`config.mk`:
```
export PLATFORM = sky130hd
export DESIGN_NAME = cache_line_filler
export DESIGN_NICKNAME = d
export VERILOG_FILES = /design/src/rtl/cache_line_filler.sv
export SDC_FILE = /design/constraint.sdc
export NUM_CORES = 1
export LEC_CHECK = 0
export BUFFER_PORTS_ARGS = -buffer_cell sky130_fd_sc_hd__clkbuf_2
export CORE_MARGIN = 2
export CORE_UTILIZATION = 46
export CTS_CLUSTER_SIZE = 40
export DETAILED_ROUTE_END_ITERATION = 8
export HOLD_SLACK_MARGIN = 0.06
export PLACE_DENSITY = 0.88
export SLEW_MARGIN = 20
export SYNTH_ARGS = -nofsm -noshare
export SYNTH_HDL_FRONTEND = slang
export SYNTH_SLANG_ARGS = --single-unit
```
`constraint.sdc`:
```
create_clock -name clk -period 6.7 [get_ports clk]
set_clock_uncertainty 0.05 [all_clocks]
set_input_delay 0.335 -clock clk [delete_from_list [all_inputs] [get_ports clk]]
set_output_delay 0.335 -clock clk [all_outputs]
set_load 0.02 [all_outputs]
```
`src/rtl/cache_line_filler.sv`:
```
// Miss handler for the direct-mapped cache: optional 4-word victim write-back burst,
// then a 4-word line read streamed into the cache data banks and tag RAM.
module cache_line_filler #(
  parameter int ADDRESS_BITWIDTH = 32,
  parameter int LINE_IX_BITWIDTH = 10,
  parameter int TAG_BITWIDTH     = ADDRESS_BITWIDTH - LINE_IX_BITWIDTH - 4
) (
  input  logic                          clk,
  input  logic                          rst,
  input  logic                          req_valid,
  output logic                          req_ready,
  input  logic [ADDRESS_BITWIDTH-1:0]   req_addr,
  input  logic                          req_dirty,
  input  logic [ADDRESS_BITWIDTH-1:0]   victim_addr,
  input  logic [127:0]                  victim_data,
  output logic                          mem_cmd_valid,
  input  logic                          mem_cmd_ready,
  output logic                          mem_cmd_write,
  output logic [ADDRESS_BITWIDTH-1:0]   mem_cmd_addr,
  output logic [31:0]                   mem_wdata,
  output logic                          mem_wdata_valid,
  input  logic                          mem_wdata_ready,
  input  logic [31:0]                   mem_rdata,
  input  logic                          mem_rdata_valid,
  output logic                          fill_we,
  output logic [1:0]                    fill_word_ix,
  output logic [31:0]                   fill_data,
  output logic [LINE_IX_BITWIDTH-1:0]   fill_line_ix,
  output logic [TAG_BITWIDTH-1:0]       fill_tag,
  output logic                          fill_tag_we,
  output logic                          done
);

  localparam int LA_W = ADDRESS_BITWIDTH - 4;

  typedef enum logic [2:0] {
    IDLE, WB_CMD, WB_DATA, RD_CMD, RD_DATA, DONE
  } state_t;

  state_t             state_q;
  logic [1:0]         cnt_q;
  logic [1:0]         cnt_d;
  logic [LA_W-1:0]    line_addr_q;
  logic [3:0][31:0]   victim_q;
  logic               req_ready_q;
  logic               cmd_valid_q;
  logic               cmd_write_q;
  logic [LA_W-1:0]    cmd_line_q;
  logic [31:0]        wdata_q;
  logic               wdata_valid_q;
  logic               done_q;
  logic               rd_take;

  // Byte/word offset bits of both addresses are don't-care; bursts are line aligned.
  logic unused_offsets;
  assign unused_offsets = ^{req_addr[3:0], victim_addr[3:0]};

  assign cnt_d   = cnt_q + 2'd1;
  assign rd_take = (state_q == RD_DATA) && mem_rdata_valid;

  always_ff @(posedge clk or posedge rst) begin
    if (rst) begin
      state_q       <= IDLE;
      cnt_q         <= 2'd0;
      line_addr_q   <= '0;
      victim_q      <= '0;
      req_ready_q   <= 1'b1;
      cmd_valid_q   <= 1'b0;
      cmd_write_q   <= 1'b0;
      cmd_line_q    <= '0;
      wdata_q       <= '0;
      wdata_valid_q <= 1'b0;
      done_q        <= 1'b0;
    end else begin
      case (state_q)
        IDLE: begin
          if (req_valid && req_ready_q) begin
            req_ready_q <= 1'b0;
            line_addr_q <= req_addr[ADDRESS_BITWIDTH-1:4];
            victim_q    <= victim_data;
            cnt_q       <= 2'd0;
            cmd_valid_q <= 1'b1;
            if (req_dirty) begin
              state_q     <= WB_CMD;
              cmd_write_q <= 1'b1;
              cmd_line_q  <= victim_addr[ADDRESS_BITWIDTH-1:4];
            end else begin
              state_q     <= RD_CMD;
              cmd_write_q <= 1'b0;
              cmd_line_q  <= req_addr[ADDRESS_BITWIDTH-1:4];
            end
          end
        end
        WB_CMD: begin
          if (mem_cmd_ready) begin
            cmd_valid_q   <= 1'b0;
            wdata_valid_q <= 1'b1;
            wdata_q       <= victim_q[0];
            state_q       <= WB_DATA;
          end
        end
        WB_DATA: begin
          if (mem_wdata_ready) begin
            cnt_q <= cnt_d;
            if (cnt_q == 2'd3) begin
              // Write-back drained: the read command follows directly.
              wdata_valid_q <= 1'b0;
              cmd_valid_q   <= 1'b1;
              cmd_write_q   <= 1'b0;
              cmd_line_q    <= line_addr_q;
              state_q       <= RD_CMD;
            end else begin
              wdata_q <= victim_q[cnt_d];
            end
          end
        end
        RD_CMD: begin
          if (mem_cmd_ready) begin
            cmd_valid_q <= 1'b0;
            cnt_q       <= 2'd0;
            state_q     <= RD_DATA;
          end
        end
        RD_DATA: begin
          if (mem_rdata_valid) begin
            cnt_q <= cnt_d;
            if (cnt_q == 2'd3) begin
              done_q  <= 1'b1;
              state_q <= DONE;
            end
          end
        end
        DONE: begin
          done_q      <= 1'b0;
          req_ready_q <= 1'b1;
          state_q     <= IDLE;
        end
        default: state_q <= IDLE;
      endcase
    end
  end

  assign req_ready       = req_ready_q;
  assign mem_cmd_valid   = cmd_valid_q;
  assign mem_cmd_write   = cmd_write_q;
  assign mem_cmd_addr    = {cmd_line_q, 4'b0000};
  assign mem_wdata       = wdata_q;
  assign mem_wdata_valid = wdata_valid_q;
  assign done            = done_q;

  // Read data has no back-pressure, so fill strobes follow rdata_valid combinationally.
  assign fill_we      = rd_take;
  assign fill_word_ix = cnt_q;
  assign fill_data    = rd_take ? mem_rdata : 32'd0;
  assign fill_tag_we  = rd_take && (cnt_q == 2'd3);
  assign fill_line_ix = line_addr_q[LINE_IX_BITWIDTH-1:0];
  assign fill_tag     = line_addr_q[LA_W-1:LINE_IX_BITWIDTH];

endmodule
```
* Word-level counts from Yosys, hierarchy flattened
Cells that the tools add are included.
Widths: inputs -> output; s select.
** Word-level totals
- Register bits after elaboration :: 226
- Input port bits :: 231
- Output and inout bits :: 133
- Logic and storage cells :: 93
** Cells by class
- Add/sub/neg operators :: 1
- $lt $le $gt $ge :: 1
- Eq/ne operators :: 15
- Mux-type cells :: 42
- Reduce and logical (&&, ||, !) cells :: 20
** Operator list (number)
- $mux 32 :: 5
- $mux 28 :: 4
- $bmux 32 s2 :: 1
- $pmux 32 s2 :: 1
- $pmux 28 s2 :: 1
- $mux 3 :: 7
- $pmux 3 s5 :: 1
- $ne 2x2->1 const B :: 7
- $reduce_and 4->1 :: 3
- $mux 1 :: 11
- $mux 2 :: 5
- $reduce_and 5->1 :: 2
- $pmux 1 s2 :: 4
- $pmux 2 s4 :: 1
- $reduce_bool 2->1 :: 4
- $reduce_and 7->1 :: 1
- $eq 3x2->1 const B :: 2
- $eq 3x3->1 const B :: 2
- $ne 2x1->1 const B :: 2
- $reduce_and 2->1 :: 2
- $reduce_bool 4->1 :: 1
- $eq 3x1->1 const B :: 1
- $logic_and 1x1->1 :: 3
- $logic_not 3->1 :: 1
- 7 further kinds :: 7

* Longest topological paths before layout
- Word-level depth :: 6
- Depth in mapped cells :: 8
- Gate-level depth less buffers :: 5

* Worst setup path after synthesis
Ideal clock, no wire load.
- Kind :: register -> register
- Start :: register cnt_q[0], in the netlist fill_word_ix[0]
- End :: register cmd_line_q[1]
- Setup time :: 133 ps
- Data arrival time :: 1892 ps
- Data required time :: 6517 ps
- Setup slack :: 4624 ps
- Cell stages (with the launch flop) :: 9
- Buffers on the path :: 3
- Clock period less this slack :: 2076 ps
- Cells stage by stage :: dfrtp_1 > ha_1 > clkbuf_1 > nor2b_1 > a2111o_1 > buf_2 > buf_2 > nand2_1 > o21ai_0
** Between the ends
- Word-level cells in the longest chain between the ends :: 3
** Ends and longest elaborated chain
- from (decl) :: RTL line 41 : logic [1:0] cnt_q;
- from (signal assigned) :: RTL line 104 : cnt_q <= cnt_d;
- from (signal assigned) :: RTL line 126 : cnt_q <= cnt_d;
- $eq 2x2->1 :: RTL line 105 : if (cnt_q == 2'd3) begin
- $ne 2x2->1 (no line)
- $reduce_and 4->1 (no line)
- to (signal assigned) :: RTL line 86 : cmd_line_q <= victim_addr[ADDRESS_BITWIDTH-1:4];
- to (signal assigned) :: RTL line 90 : cmd_line_q <= req_addr[ADDRESS_BITWIDTH-1:4];
- to (signal assigned) :: RTL line 110 : cmd_line_q <= line_addr_q;
- to (decl) :: RTL line 48 : logic [LA_W-1:0] cmd_line_q;
No other way between the ends.
A chain may end at the register's enable or synchronous reset.

* Worst setup path after layout
- Start :: register state_q[0]
- End :: output port fill_data[4]
** Between the ends
- Word-level cells in the longest chain between the ends :: 3
** Ends and longest elaborated chain
- from (decl) :: RTL line 40 : state_t state_q;
- from (signal assigned) :: RTL line 63 : state_q <= IDLE;
- from (signal assigned) :: RTL line 84 : state_q <= WB_CMD;
- from (signal assigned) :: RTL line 88 : state_q <= RD_CMD;
- $eq 3x3->1 :: RTL line 59 : assign rd_take = (state_q == RD_DATA) && mem_rdata_valid;
- $logic_and 1x1->1 :: RTL line 59
- $mux 32 :: RTL line 154 : assign fill_data = rd_take ? mem_rdata : 32'd0;
- to (decl) :: RTL line 27 : output logic [31:0] fill_data,
No other way between the ends.

==> results.toml <==
[run_status]
status = "completed"

[sta]
max-slew-margin-rel_pct = 26.7
worst_slew_pin_slew_ns = 1.10
drv_slew = 0
finalCritPeriodShare_pct = 47.9
period_needed_ns = 3.21
setup_tns_ns = 0
setup_viol_count_final = 0
fin_ws_ns = 3.49
hold_violations = 0
rsz0062_at_grt = "no"
fmax_ghz = 0.312

[route]
wl_met1_mm = 11.9
wl_mm = 33.8
ant_nets = 0
routed.top_layer = "met4"
wl_met2_mm = 17.5
wl_met3_mm = 2.25
via_per_inst = 5.51
routedWlPerCell_um = 19.9
vias = 9351
first_iter_violations = 562
dr.pass1.iters = 5
drc_errors = 0

[clock_tree]
cts_tree = "done"
cts_resized = 0
cts_root_buf = "clkbuf_16"
cts_hold_buf = 158
clock_sinks = 226
clk_path_buf_depth = 3
insertion_delay_ns = 0.51
clk_pin_slew_worst_paths_ns = 0.06
cts_inserted_buffers = 25
cts_setup_buffers = 0
cts.htree.levels = 1

[critical_path]
reg2reg_from = "state_q[2]"
critPathBufInv = 1
critPathLaunch = "state_q[0]"
path_class = "flip-flop to primary output"
worst-path-stages = 4
critPathTopFamily = "simple AND/OR/NAND/NOR gates"
critPathLaunchType = "flip-flop"
worst_path_max_delay_cell = "and3_1"
crit_fanout = 34
critPathMaxStageDelay_ns = 0.76
r2r_cells = 4
endpoint_kind = "primary output"
critPathRequiredTime_ns = 6.31
worstPathCellList = "nor2_1, and3_1, and2_1, clkbuf_2"
arrival_ns = 2.82

[logic_synthesis]
synth_cell_types = 39
synth_most_common_cell = "dfrtp_1"
synth_top_area_share_pct = 53.7
synth_top_cell_by_area = "dfrtp_1"
ys_seq_area_share_pct = 54.0
synth_common_cells = "dfrtp_1, mux2_2, nand2_1, nor2_1, a21oi_1"
synth_edf_count = 0
async_flop_share_pct = 100
ys_seq_elements = 226
ys_top_cells_by_area = "dfrtp_1, mux2_2, a21oi_1"
syn_area_per_cell_sq_um = 11.4
netlist_instances = 918
synth_ff_type = "dfrtp_1"
ys_warn_count = 0
syn_area_sq_um = 10500

[floorplanning]
ios = 364
placementRows = 55
dieArea_sq_um = 24000
die_w_um = 155
die_y_um = 155
core_area_sq_um = 22500
initial_utilization_pct = 46.6

[global_route]
grt_first_pass_wirelength_mm = 51.7
grt_remaining_overflow = 0
grt_usage_pct = 27.0
grt_max_degree = 97
grt_pass1_vias = 9820
antenna_found_initial = 5

[placement]
placed_area_sq_um = 12400
post-place-ws_ns = 3.72
portBuffers = 351
routabilityCongestion = 0.817
hpwl_mm = 19.0

[layout]
final_cell_area_sq_um = 14900
drive_above_1_share_pct = 40.5
fin_nets = 1623
area_growth_pct = 41.8
n_fill_cell = 1562

[hold_path]
min_path_type = "primary input to flip-flop"
holdPathStages = 4
hold_start = "mem_wdata_ready"

[flow_run]
cap_violations = 0

[power_and_ir_drop]
vdd_drop_max_uv = 304
powerDensity_nw_per_um2 = 423
leakage_nw = 7.47
per-stage QoR:
step	power, mW	std cells	util [%]	hold WS, ns
6_report	6.29	1698	66.0	0.112
5_1_grt	6.62	1698	66.0	0.104
3_3_place_gp	4.53	1490	54.9	0.369
3_5_place_dp	4.67	1491	55.1	0.373
2_1_floorplan	3.89	921	-	0.377
4_1_cts	6.20	1693	66.0	0.0967
layout by cell type, fill, tap and decap left out, types with 65 or more instances in the layout:
cell type / n
dfrtp_1: 224
nand2_1: 73
a21oi_1: 65
mux2_2: 160
clkbuf_2: 351
dlygate4sd3_1: 158
nor2_1: 66
per-layer routing:
layer	vias to the layer above	GRT usage, %
met3	147	5.10
met5	-	0
met4	0	16.6
li1	4163	-
met1	4567	29.6
met2	474	48.5
area by class of cell:
type	instances	area, sq um	share of cell area, %
inverters	3	18.8	0.126
diodes	5	12.5	0.0842
well taps	285	357	2.40
clock inverters	10	150	1.01
flip-flops and latches	226	5660	38.1
multi-input cells	616	4510	30.3
repair buffers	519	3440	23.1
clock buffers	34	719	4.84
final timing paths:
| kind | endpoint | slack (ns) |
|---|---|---|
| max | fill_data[4] | 3.49 |
| min reg2reg | cmd_line_q[27] | 0.43 |
| max in group asynchronous | mem_wdata[30] | 4.83 |
| min in group asynchronous | victim_q[32] | 0.40 |
| max reg2reg | victim_q[101] | 3.64 |
| min | mem_wdata_valid | 0.11 |
kinds of logic after synthesis:
family                     Yosys count  share of synthesized area, %
adders and majority gates            1                         0.119
DFF                                226                          54.0
and+or+nand+nor                    250                          12.1
AOI/OAI and AO/OA                  173                          10.5
other                                1                        0.0358
muxes                              188                          19.9
buffers and inverters               79                          3.41
sequential cells by signal, summed over array words and instances, names as in the netlist:
signal,flops
cmd_line_q,28
done,1
fill_word_ix,2
line_addr_q,28
mem_cmd_valid,1
mem_cmd_write,1
mem_wdata,32
mem_wdata_valid,1
req_ready,1
state_q,3
victim_q,128
worst reg2reg max path, cell delays in order, from the launching register on:
cell,delay [ns]
dfrtp_1,0.62
clkinv_1,0.40
nand4_1,0.51
buf_4,0.85
mux2_2,0.52
power breakdown:
part           switching, mW  total, mW  leakage, nW  internal, mW
registers              0.350       2.26         2.85          1.91
clock network          0.553       1.45        0.435         0.901
logic                   1.53       2.58         4.18          1.04
total                   2.44       6.29         7.47          3.85
Power figures use the tool's default switching activity.
